[config.mk]
export PLATFORM = sky130hd
export DESIGN_NAME = al_logic_dram_fifo_ctrl
export DESIGN_NICKNAME = d
export VERILOG_FILES = /design/src/rtl/al_dram_fifo_pkg.sv /design/src/rtl/al_dram_fifo_ptr.sv /design/src/rtl/al_logic_dram_fifo_ctrl.sv
export SDC_FILE = /design/constraint.sdc
export NUM_CORES = 1
export LEC_CHECK = 0
export ABC_AREA = 1
export CORE_MARGIN = 2
export CORE_UTILIZATION = 62
export CTS_CLUSTER_SIZE = 28
export DETAILED_ROUTE_END_ITERATION = 6
export DONT_BUFFER_PORTS = 1
export PLACE_DENSITY_LB_ADDON = 0.1
export SYNTH_ARGS = -nofsm -noshare
export SYNTH_HDL_FRONTEND = slang
export SYNTH_SLANG_ARGS = --single-unit
[constraint.sdc]
create_clock -name clk -period 2.9 [get_ports clk]
set_input_delay 0.145 -clock clk [delete_from_list [all_inputs] [get_ports clk]]
set_output_delay 0.145 -clock clk [all_outputs]
set_load 0.1 [all_outputs]
[src/rtl/al_dram_fifo_pkg.sv]
// Shared defaults and status-flag type for the DRAM-backed FIFO controller.
package al_dram_fifo_pkg;

    localparam int DEFAULT_DATA_WIDTH = 9;
    localparam int DEFAULT_ADDR_WIDTH = 4;

    typedef struct packed {
        logic ovf;
        logic udf;
    } fifo_flags_t;

endpackage

[src/rtl/al_dram_fifo_ptr.sv]
// Wrapping address pointer for one side (write or read) of the DRAM FIFO.
module al_dram_fifo_ptr
    import al_dram_fifo_pkg::*;
#(
    parameter int ADDR_WIDTH = DEFAULT_ADDR_WIDTH
) (
    input  logic                  clk,
    input  logic                  rst,
    input  logic                  inc,
    output logic [ADDR_WIDTH-1:0] ptr
);

    // Depth is a power of two, so natural overflow wraps DEPTH-1 -> 0.
    always_ff @(posedge clk or posedge rst) begin
        if (rst) begin
            ptr <= '0;
        end else if (inc) begin
            ptr <= ptr + 1'b1;
        end
    end

endmodule

[src/rtl/al_logic_dram_fifo_ctrl.sv]
// FIFO controller driving an external async-read DRAM; define AL_DRAM_FIFO_LEVEL_EN
// to expose the occupancy count on the level port.
module al_logic_dram_fifo_ctrl
    import al_dram_fifo_pkg::*;
#(
    parameter int DATA_WIDTH = DEFAULT_DATA_WIDTH,
    parameter int ADDR_WIDTH = DEFAULT_ADDR_WIDTH,
    parameter int AFULL_TH   = (2 ** ADDR_WIDTH) - 2,
    parameter int AEMPTY_TH  = 2
) (
    input  logic                  clk,
    input  logic                  rst,
    input  logic                  wr_en,
    input  logic [DATA_WIDTH-1:0] wdata,
    output logic                  full,
    output logic                  afull,
    input  logic                  rd_en,
    output logic [DATA_WIDTH-1:0] rdata,
    output logic                  rvalid,
    output logic                  empty,
    output logic                  aempty,
    output logic                  ovf,
    output logic                  udf,
    output logic [DATA_WIDTH-1:0] dram_di,
    output logic [ADDR_WIDTH-1:0] dram_waddr,
    output logic                  dram_we,
    output logic [ADDR_WIDTH-1:0] dram_raddr,
    input  logic [DATA_WIDTH-1:0] dram_do
`ifdef AL_DRAM_FIFO_LEVEL_EN
    ,
    output logic [ADDR_WIDTH:0]   level
`endif
);

    localparam int DEPTH = 2 ** ADDR_WIDTH;
    localparam logic [ADDR_WIDTH:0] DEPTH_C  = (ADDR_WIDTH + 1)'(DEPTH);
    localparam logic [ADDR_WIDTH:0] AFULL_C  = (ADDR_WIDTH + 1)'(AFULL_TH);
    localparam logic [ADDR_WIDTH:0] AEMPTY_C = (ADDR_WIDTH + 1)'(AEMPTY_TH);

    logic [ADDR_WIDTH:0]   count;
    logic [ADDR_WIDTH-1:0] wptr;
    logic [ADDR_WIDTH-1:0] rptr;
    logic                  push;
    logic                  pop;
    fifo_flags_t           flags;

    // Flags come from the registered count, so a location is never read and written together.
    assign full   = (count == DEPTH_C);
    assign empty  = (count == '0);
    assign afull  = (count >= AFULL_C);
    assign aempty = (count <= AEMPTY_C);

    assign push = wr_en & ~full & ~rst;
    assign pop  = rd_en & ~empty & ~rst;

    assign dram_we    = push;
    assign dram_waddr = wptr;
    assign dram_di    = wdata;
    assign dram_raddr = rptr;

    assign ovf = flags.ovf;
    assign udf = flags.udf;

`ifdef AL_DRAM_FIFO_LEVEL_EN
    assign level = count;
`endif

    al_dram_fifo_ptr #(.ADDR_WIDTH(ADDR_WIDTH)) u_wptr (
        .clk (clk),
        .rst (rst),
        .inc (push),
        .ptr (wptr)
    );

    al_dram_fifo_ptr #(.ADDR_WIDTH(ADDR_WIDTH)) u_rptr (
        .clk (clk),
        .rst (rst),
        .inc (pop),
        .ptr (rptr)
    );

    always_ff @(posedge clk or posedge rst) begin
        if (rst) begin
            count <= '0;
        end else if (push && !pop) begin
            count <= count + 1'b1;
        end else if (pop && !push) begin
            count <= count - 1'b1;
        end
    end

    // The DRAM read is asynchronous; capturing it here gives the one-cycle pop latency.
    always_ff @(posedge clk or posedge rst) begin
        if (rst) begin
            rdata  <= '0;
            rvalid <= 1'b0;
        end else begin
            rvalid <= pop;
            if (pop) begin
                rdata <= dram_do;
            end
        end
    end

    always_ff @(posedge clk or posedge rst) begin
        if (rst) begin
            flags <= '0;
        end else begin
            flags.ovf <= wr_en & full;
            flags.udf <= rd_en & empty;
        end
    end

endmodule

# Yosys cells after proc, flatten, opt, wreduce, memory -nomap -nowiden
# Cells that the tools add are included.
# classes
addsub,4
n_lt_le_gt_ge,2
n_eq_ne,1
mux,2
bitwise_logic,9
reduce_logical,6
# ops
operator,count
2-to-1 mux 5 bit,2
adder 4 x 1 -> 4 bit (second input constant),2
AND 1 bit,6
adder 5 x 1 -> 5 bit (second input constant),1
== test 5 bit (second input constant),1
>= comparator 5 x 4 -> 1 bit (second input constant),1
<= comparator 5 x 2 -> 1 bit (second input constant),1
logical NOT 5 bit,1
subtractor 5 x 1 -> 5 bit (second input constant),1
NOT 1 bit,3
logical AND 1 bit,2
logical NOT 1 bit,2
nonzero test 2 bit,1
# word_totals
ff_bits,25
output_inout_bits,34

# Longest topological paths before layout
# depth
depth_word,8
depth_mapped,14
ltp_nobuf,13

# Modules after synthesis
# From an unflattened synthesis, not the netlist that was laid out.
# unflattened
cells_unflattened,157
area_unflattened_um2,1376.3
# by_module_without_submodules
mod,n_inst,cells_per_inst,area_per_inst_um2,seq_area_each_um2
al_logic_dram_fifo_ctrl,1,117,1008.5,425.4
al_dram_fifo_ptr,2,20,183.9,100.1

# Worst setup path after synthesis
# No wires, ideal clock.
# synth_timing
path_type,reg2reg
start,register count[1]
end,register count[4]
setup_ns,0.117
arrival_time_ns,2.664
required_ns,2.783
slack_ns,0.119
path_stages_with_launch,13
n_path_buf,0
path_cell_list,dfrtp_1 > nor2_4 > nand3_2 > nand3_1 > inv_1 > ha_1 > inv_1 > ha_1 > or2_2 > nand2_1 > nand2_1 > nand3_1 > nand2_1
# synth_between
elab_chain_len,7
elab_cells_between_ends,17
# synth_rtl
element,line,source
from (decl),al_logic_dram_fifo_ctrl.sv:40,logic [ADDR_WIDTH:0] count;
from (signal assigned),al_logic_dram_fifo_ctrl.sv:86,count <= count + 1'b1;
from (signal assigned),al_logic_dram_fifo_ctrl.sv:88,count <= count - 1'b1;
== test 5 bit (*),al_logic_dram_fifo_ctrl.sv:48,assign full = (count == DEPTH_C);
NOT 1 bit (*),al_logic_dram_fifo_ctrl.sv:53,assign push = wr_en & ~full & ~rst;
AND 1 bit (*) (2 in a row),al_logic_dram_fifo_ctrl.sv:53,
net dram_we,al_logic_dram_fifo_ctrl.sv:26,"output logic dram_we,"
logical NOT 1 bit,al_logic_dram_fifo_ctrl.sv:87,end else if (pop && !push) begin
logical AND 1 bit,al_logic_dram_fifo_ctrl.sv:87,
nonzero test 2 bit (no source line),-,
# The timed path passes the listed nets; every way through them passes the cells marked *. The select of a mux whose other input is x is not followed.
# A chain may end at the register's enable or synchronous reset.

# Worst setup path in the final report
# layout_timing
start,register count[1]
end,register count[4]
# layout_between
elab_chain_len,7
elab_cells_between_ends,17
# layout_rtl
element
"parallel branches: the longest is 7 deep, another holds subtractor 5 x 1 -> 5 bit"
# Parallel ways; which one is timed is not known. The select of a mux whose other input is x is not followed.

==> impl_metrics.prom <==
# TYPE chip_impl_metric gauge
chip_impl_info{name="root_driver",value="clkbuf_4"} 1
chip_impl_metric{name="insertion_delay",unit="ps"} 320
chip_impl_info{name="status",value="completed"} 1
chip_impl_metric{name="synth-adder-area-share",unit="%"} 7.26
chip_impl_metric{name="async_reset_ff_share",unit="%"} 100
chip_impl_metric{name="grt_first_pass_wirelength",unit="mm"} 4.82
chip_impl_info{name="dominant_cells_by_area_after_synthesis",value="dfrtp_1 42%, nand2_1 11%, nand4_1 6.3%, buf_4 6.1%, ha_1 5.9%"} 1
chip_impl_metric{name="final_hold_vio_count",unit=""} 0
chip_impl_metric{name="post_synth_and_or_nand_nor_area_fraction",unit="%"} 32.9
chip_impl_metric{name="cts_setup_buffers",unit=""} 0
chip_impl_info{name="path_delay_family",value="simple AND/OR/NAND/NOR gates"} 1
chip_impl_metric{name="clock_sink_count",unit=""} 25
chip_impl_metric{name="number_of_i_o_pins",unit=""} 56
chip_impl_metric{name="avgRoutedWirePerCell",unit="um"} 14.6
chip_impl_metric{name="clock_path_buffers",unit=""} 2
chip_impl_metric{name="ff2ff_path_depth",unit=""} 11
chip_impl_info{name="synth.most_common_cell",value="nand2_1"} 1
chip_impl_metric{name="syn_to_final_growth",unit="%"} 9.21
chip_impl_metric{name="detailedRoute.firstIterationViolations",unit=""} 20
chip_impl_metric{name="yosys-mux-area-fraction",unit="%"} 0
chip_impl_info{name="cp_cell_sequence",value="nor2_4 -> nand3_4 -> nand3_4 -> ha_1 -> inv_1 -> ha_1 -> or2_2 -> nand2_1 -> nand2_1 -> nand3_1 -> nand2_1"} 1
chip_impl_metric{name="worst-endpoint-required",unit="ps"} 3130
chip_impl_metric{name="finish.instance_area",unit="mm^2"} 0.00162
chip_impl_metric{name="route.met3.wl",unit="um"} 190
chip_impl_info{name="clock_tree_from_tritoncts",value="built"} 1
chip_impl_info{name="launch_instance_of_the_worst_register_to_register_path",value="count[1]"} 1
chip_impl_metric{name="postRouteWirelength",unit="mm"} 3.08
chip_impl_metric{name="worstPathBufferInverterCount",unit=""} 1
chip_impl_metric{name="sum_of_routed_wire_segments_on_met1",unit="mm"} 1.31
chip_impl_metric{name="xor_xnor_fraction_of_synth_area",unit="%"} 2.36
chip_impl_info{name="dominant_combinational_cell_family_by_area_after_synthesis",value="simple AND/OR/NAND/NOR gates"} 1
chip_impl_metric{name="clkTransAtPathRegs",unit="ps"} 140
chip_impl_metric{name="final.period_utilization",unit="%"} 87.8
chip_impl_metric{name="synth_compound_gate_area_share",unit="%"} 1.69
chip_impl_metric{name="die-area",unit="mm^2"} 0.00280
chip_impl_metric{name="worst_slew_margin_rel",unit="%"} 36.6
chip_impl_metric{name="post_synth_num_cell_types",unit=""} 23
chip_impl_metric{name="overflow",unit=""} 0
chip_impl_metric{name="route.detailed.drc",unit=""} 0
chip_impl_metric{name="detail_route.first_pass.iterations",unit=""} 6
chip_impl_metric{name="fin_skew",unit="ps"} 2.96
chip_impl_info{name="critical-path-top-cell-by-count",value="nand2_1"} 1
chip_impl_metric{name="number_of_nets_with_antenna_violations_after_detailed_routing",unit=""} 0
chip_impl_metric{name="core.rowCount",unit=""} 17
chip_impl_metric{name="grt_util_all_layers",unit="%"} 23.6
chip_impl_metric{name="clock_tree.htree_level_count",unit=""} 1
chip_impl_metric{name="place.port_buffers",unit=""} 0
chip_impl_info{name="max_stage_delay_cell_worst_path",value="dfrtp_1"} 1
chip_impl_metric{name="synth_cells",unit=""} 174
chip_impl_metric{name="floorplan.die.height",unit="um"} 52.9
chip_impl_metric{name="grt_start_max_net_pins",unit=""} 33
chip_impl_metric{name="floorplan.initialDensity",unit="%"} 66.3
chip_impl_metric{name="setup_viol",unit=""} 0
chip_impl_metric{name="via_count_of_the_first_global_routing_pass",unit=""} 1105
chip_impl_info{name="worstSetupStartpointType",value="flip-flop"} 1
chip_impl_metric{name="max_stage_delay",unit="ps"} 500
chip_impl_metric{name="seq_area",unit="um^2"} 626
chip_impl_metric{name="num-fill-cells",unit=""} 174
chip_impl_metric{name="finalSetupTns",unit="ps"} 0
chip_impl_metric{name="place_area",unit="mm^2"} 0.00146
chip_impl_metric{name="yosysSeqAreaShare",unit="%"} 42.2
chip_impl_metric{name="synthesis.area",unit="mm^2"} 0.00148
chip_impl_metric{name="hpwlAfterDp",unit="mm"} 2.06
chip_impl_metric{name="drive_above_1_share",unit="%"} 15.3
chip_impl_metric{name="achievable-frequency",unit="MHz"} 393
chip_impl_metric{name="met2_wirelength",unit="mm"} 1.53
chip_impl_metric{name="syn_area_per_cell",unit="um^2"} 8.51
chip_impl_metric{name="whs_path_depth",unit=""} 3
chip_impl_metric{name="synth_edf_count",unit=""} 0
chip_impl_metric{name="place_congestion",unit=""} 0.860
chip_impl_info{name="min-delay-path-class",value="in2reg"} 1
chip_impl_metric{name="initial_antenna_violation_count",unit=""} 0
chip_impl_info{name="yosys_most_used_dff",value="dfrtp_1"} 1
chip_impl_metric{name="tightest_slew",unit="ps"} 950
chip_impl_metric{name="avgViaCountPerCell",unit=""} 5.60
chip_impl_metric{name="post_cts_resized",unit=""} 0
chip_impl_metric{name="cts_made_buffers",unit=""} 3
chip_impl_metric{name="synthesis.nets",unit=""} 204
chip_impl_metric{name="maxCapViolCount",unit=""} 0
chip_impl_metric{name="floorplan.core_area",unit="mm^2"} 0.00223
chip_impl_metric{name="layout_min_cycle_time",unit="ps"} 2550
chip_impl_metric{name="final.hold.worst_slack",unit="ps"} 4.94
chip_impl_metric{name="antennaDiodeCount",unit=""} 0
chip_impl_info{name="r2r_end",value="count[4]"} 1
chip_impl_metric{name="area_share_of_the_largest_cell_type_after_synthesis",unit="%"} 42.2
chip_impl_metric{name="worst-r2r-setup-slack",unit="ps"} 350
chip_impl_info{name="cp-end-kind",value="flip-flop"} 1
chip_impl_info{name="timing.setup.critical_path_class",value="reg2reg"} 1
chip_impl_metric{name="maxSlewViolCount",unit=""} 0
chip_impl_metric{name="die-width",unit="um"} 52.9
chip_impl_info{name="hp-start",value="rst"} 1
chip_impl_info{name="grt_setup_unrepaired",value="no"} 1
chip_impl_metric{name="crit_arrival",unit="ps"} 2780
chip_impl_metric{name="ys_ff_latch",unit=""} 25
chip_impl_metric{name="crit_path_max_fanout",unit=""} 18
chip_impl_info{name="most_common_library_cells_after_synthesis",value="42 x nand2_1, 25 x dfrtp_1, 19 x inv_1"} 1
chip_impl_info{name="dr.max_layer_used",value="met4"} 1
chip_impl_info{name="synth_top_area_cell",value="dfrtp_1"} 1
chip_impl_metric{name="ys_warn_count",unit=""} 0
chip_impl_metric{name="routed-via-count",unit=""} 1182
chip_impl_info{name="hold_end",value="u_wptr.ptr[3]"} 1
chip_impl_metric{name="nets",unit=""} 214
chip_impl_metric{name="multi_input_gate_area",unit="um^2"} 658
==> placed cells by master (no fill, tap or decap) <==
cell type	Yosys	layout
nand2_1	42	42
dfrtp_1	25	25
inv_1	19	19
nand3_1	15	15
nand4_1	15	15
dlygate4sd3_1	0	13
buf_4	12	9
nand2_2	8	8
nor2_1	7	7
ha_1	7	7
clkbuf_4	0	3
o21ai_0	2	2
xor2_1	2	2
a21oi_1	3	2
nor2_4	2	2
nor3_1	2	2
nand3_4	2	2
xnor2_1	2	2
nand3_2	1	1
inv_2	1	1
a21oi_2	0	1
or2_2	1	1
fa_1	1	1
clkbuf_1	3	1
==> area by class of cell <==
type                            instances  area share, %
Tap cell                               28           2.17
Sequential cell                        25           38.7
Inverter                               20           4.64
Multi-Input combinational cell        112           40.7
Timing Repair Buffer                   22           12.2
Clock buffer                            4           1.62
==> routing by layer <==
metal | vias up | track usage [%]
met3 | 6 | 3.67
met4 | 0 | 9.83
met1 | 559 | 29.4
met5 | - | 0
li1 | 569 | -
met2 | 48 | 40.4
==> cells by family (layout without fill, tap and decap cells) <==
logic type      Yosys count  after routing
simple gates             95             95
buf+inv                  37             46
flops                    25             25
fa+ha+maj                 8              8
compound gates            5              5
xor+xnor                  4              4
==> worst reg2reg max path, stage by stage (launching register included) <==
cell	delay, ps
dfrtp_1	500
nor2_4	180
nand3_4	220
nand3_4	250
ha_1	320
inv_1	130
ha_1	350
or2_2	280
nand2_1	70
nand2_1	40
nand3_1	70
nand2_1	50
==> repair_timing <==
action                                  CTS  global route
hold buffers                             13             0
endpoints found under the setup margin    0             0
endpoints found under the hold margin    23             0
==> how the worst max path moves through the flow <==
stage	start	to	slack (ps)	depth (start not counted)
floorplan	count[1]	count[4]	120	12
global placement	count[1]	count[4]	490	11
detailed placement	count[1]	count[4]	380	11
CTS	count[1]	count[4]	360	11
global route	count[2]	count[4]	180	11
finish	count[1]	count[4]	350	11
==> registers in the layout, indices dropped and copies added, names as in the netlist <==
name / count
rdata: 9
count: 5
u_rptr.ptr: 4
u_wptr.ptr: 4
ovf: 1
rvalid: 1
udf: 1
==> per-stage QoR <==
step / util (%) / instances / setup slack (ps)
global placement: 65.4 / 194 / 488
finish: 72.4 / 211 / 353
detailed placement: 65.4 / 194 / 382
global route: 72.4 / 211 / 183
CTS: 72.4 / 211 / 360
floorplan: - / 174 / 119
Power is left out: the tool's default activity adds up to more than one toggle a clock period on the data nets, which glitch-free logic cannot reach.
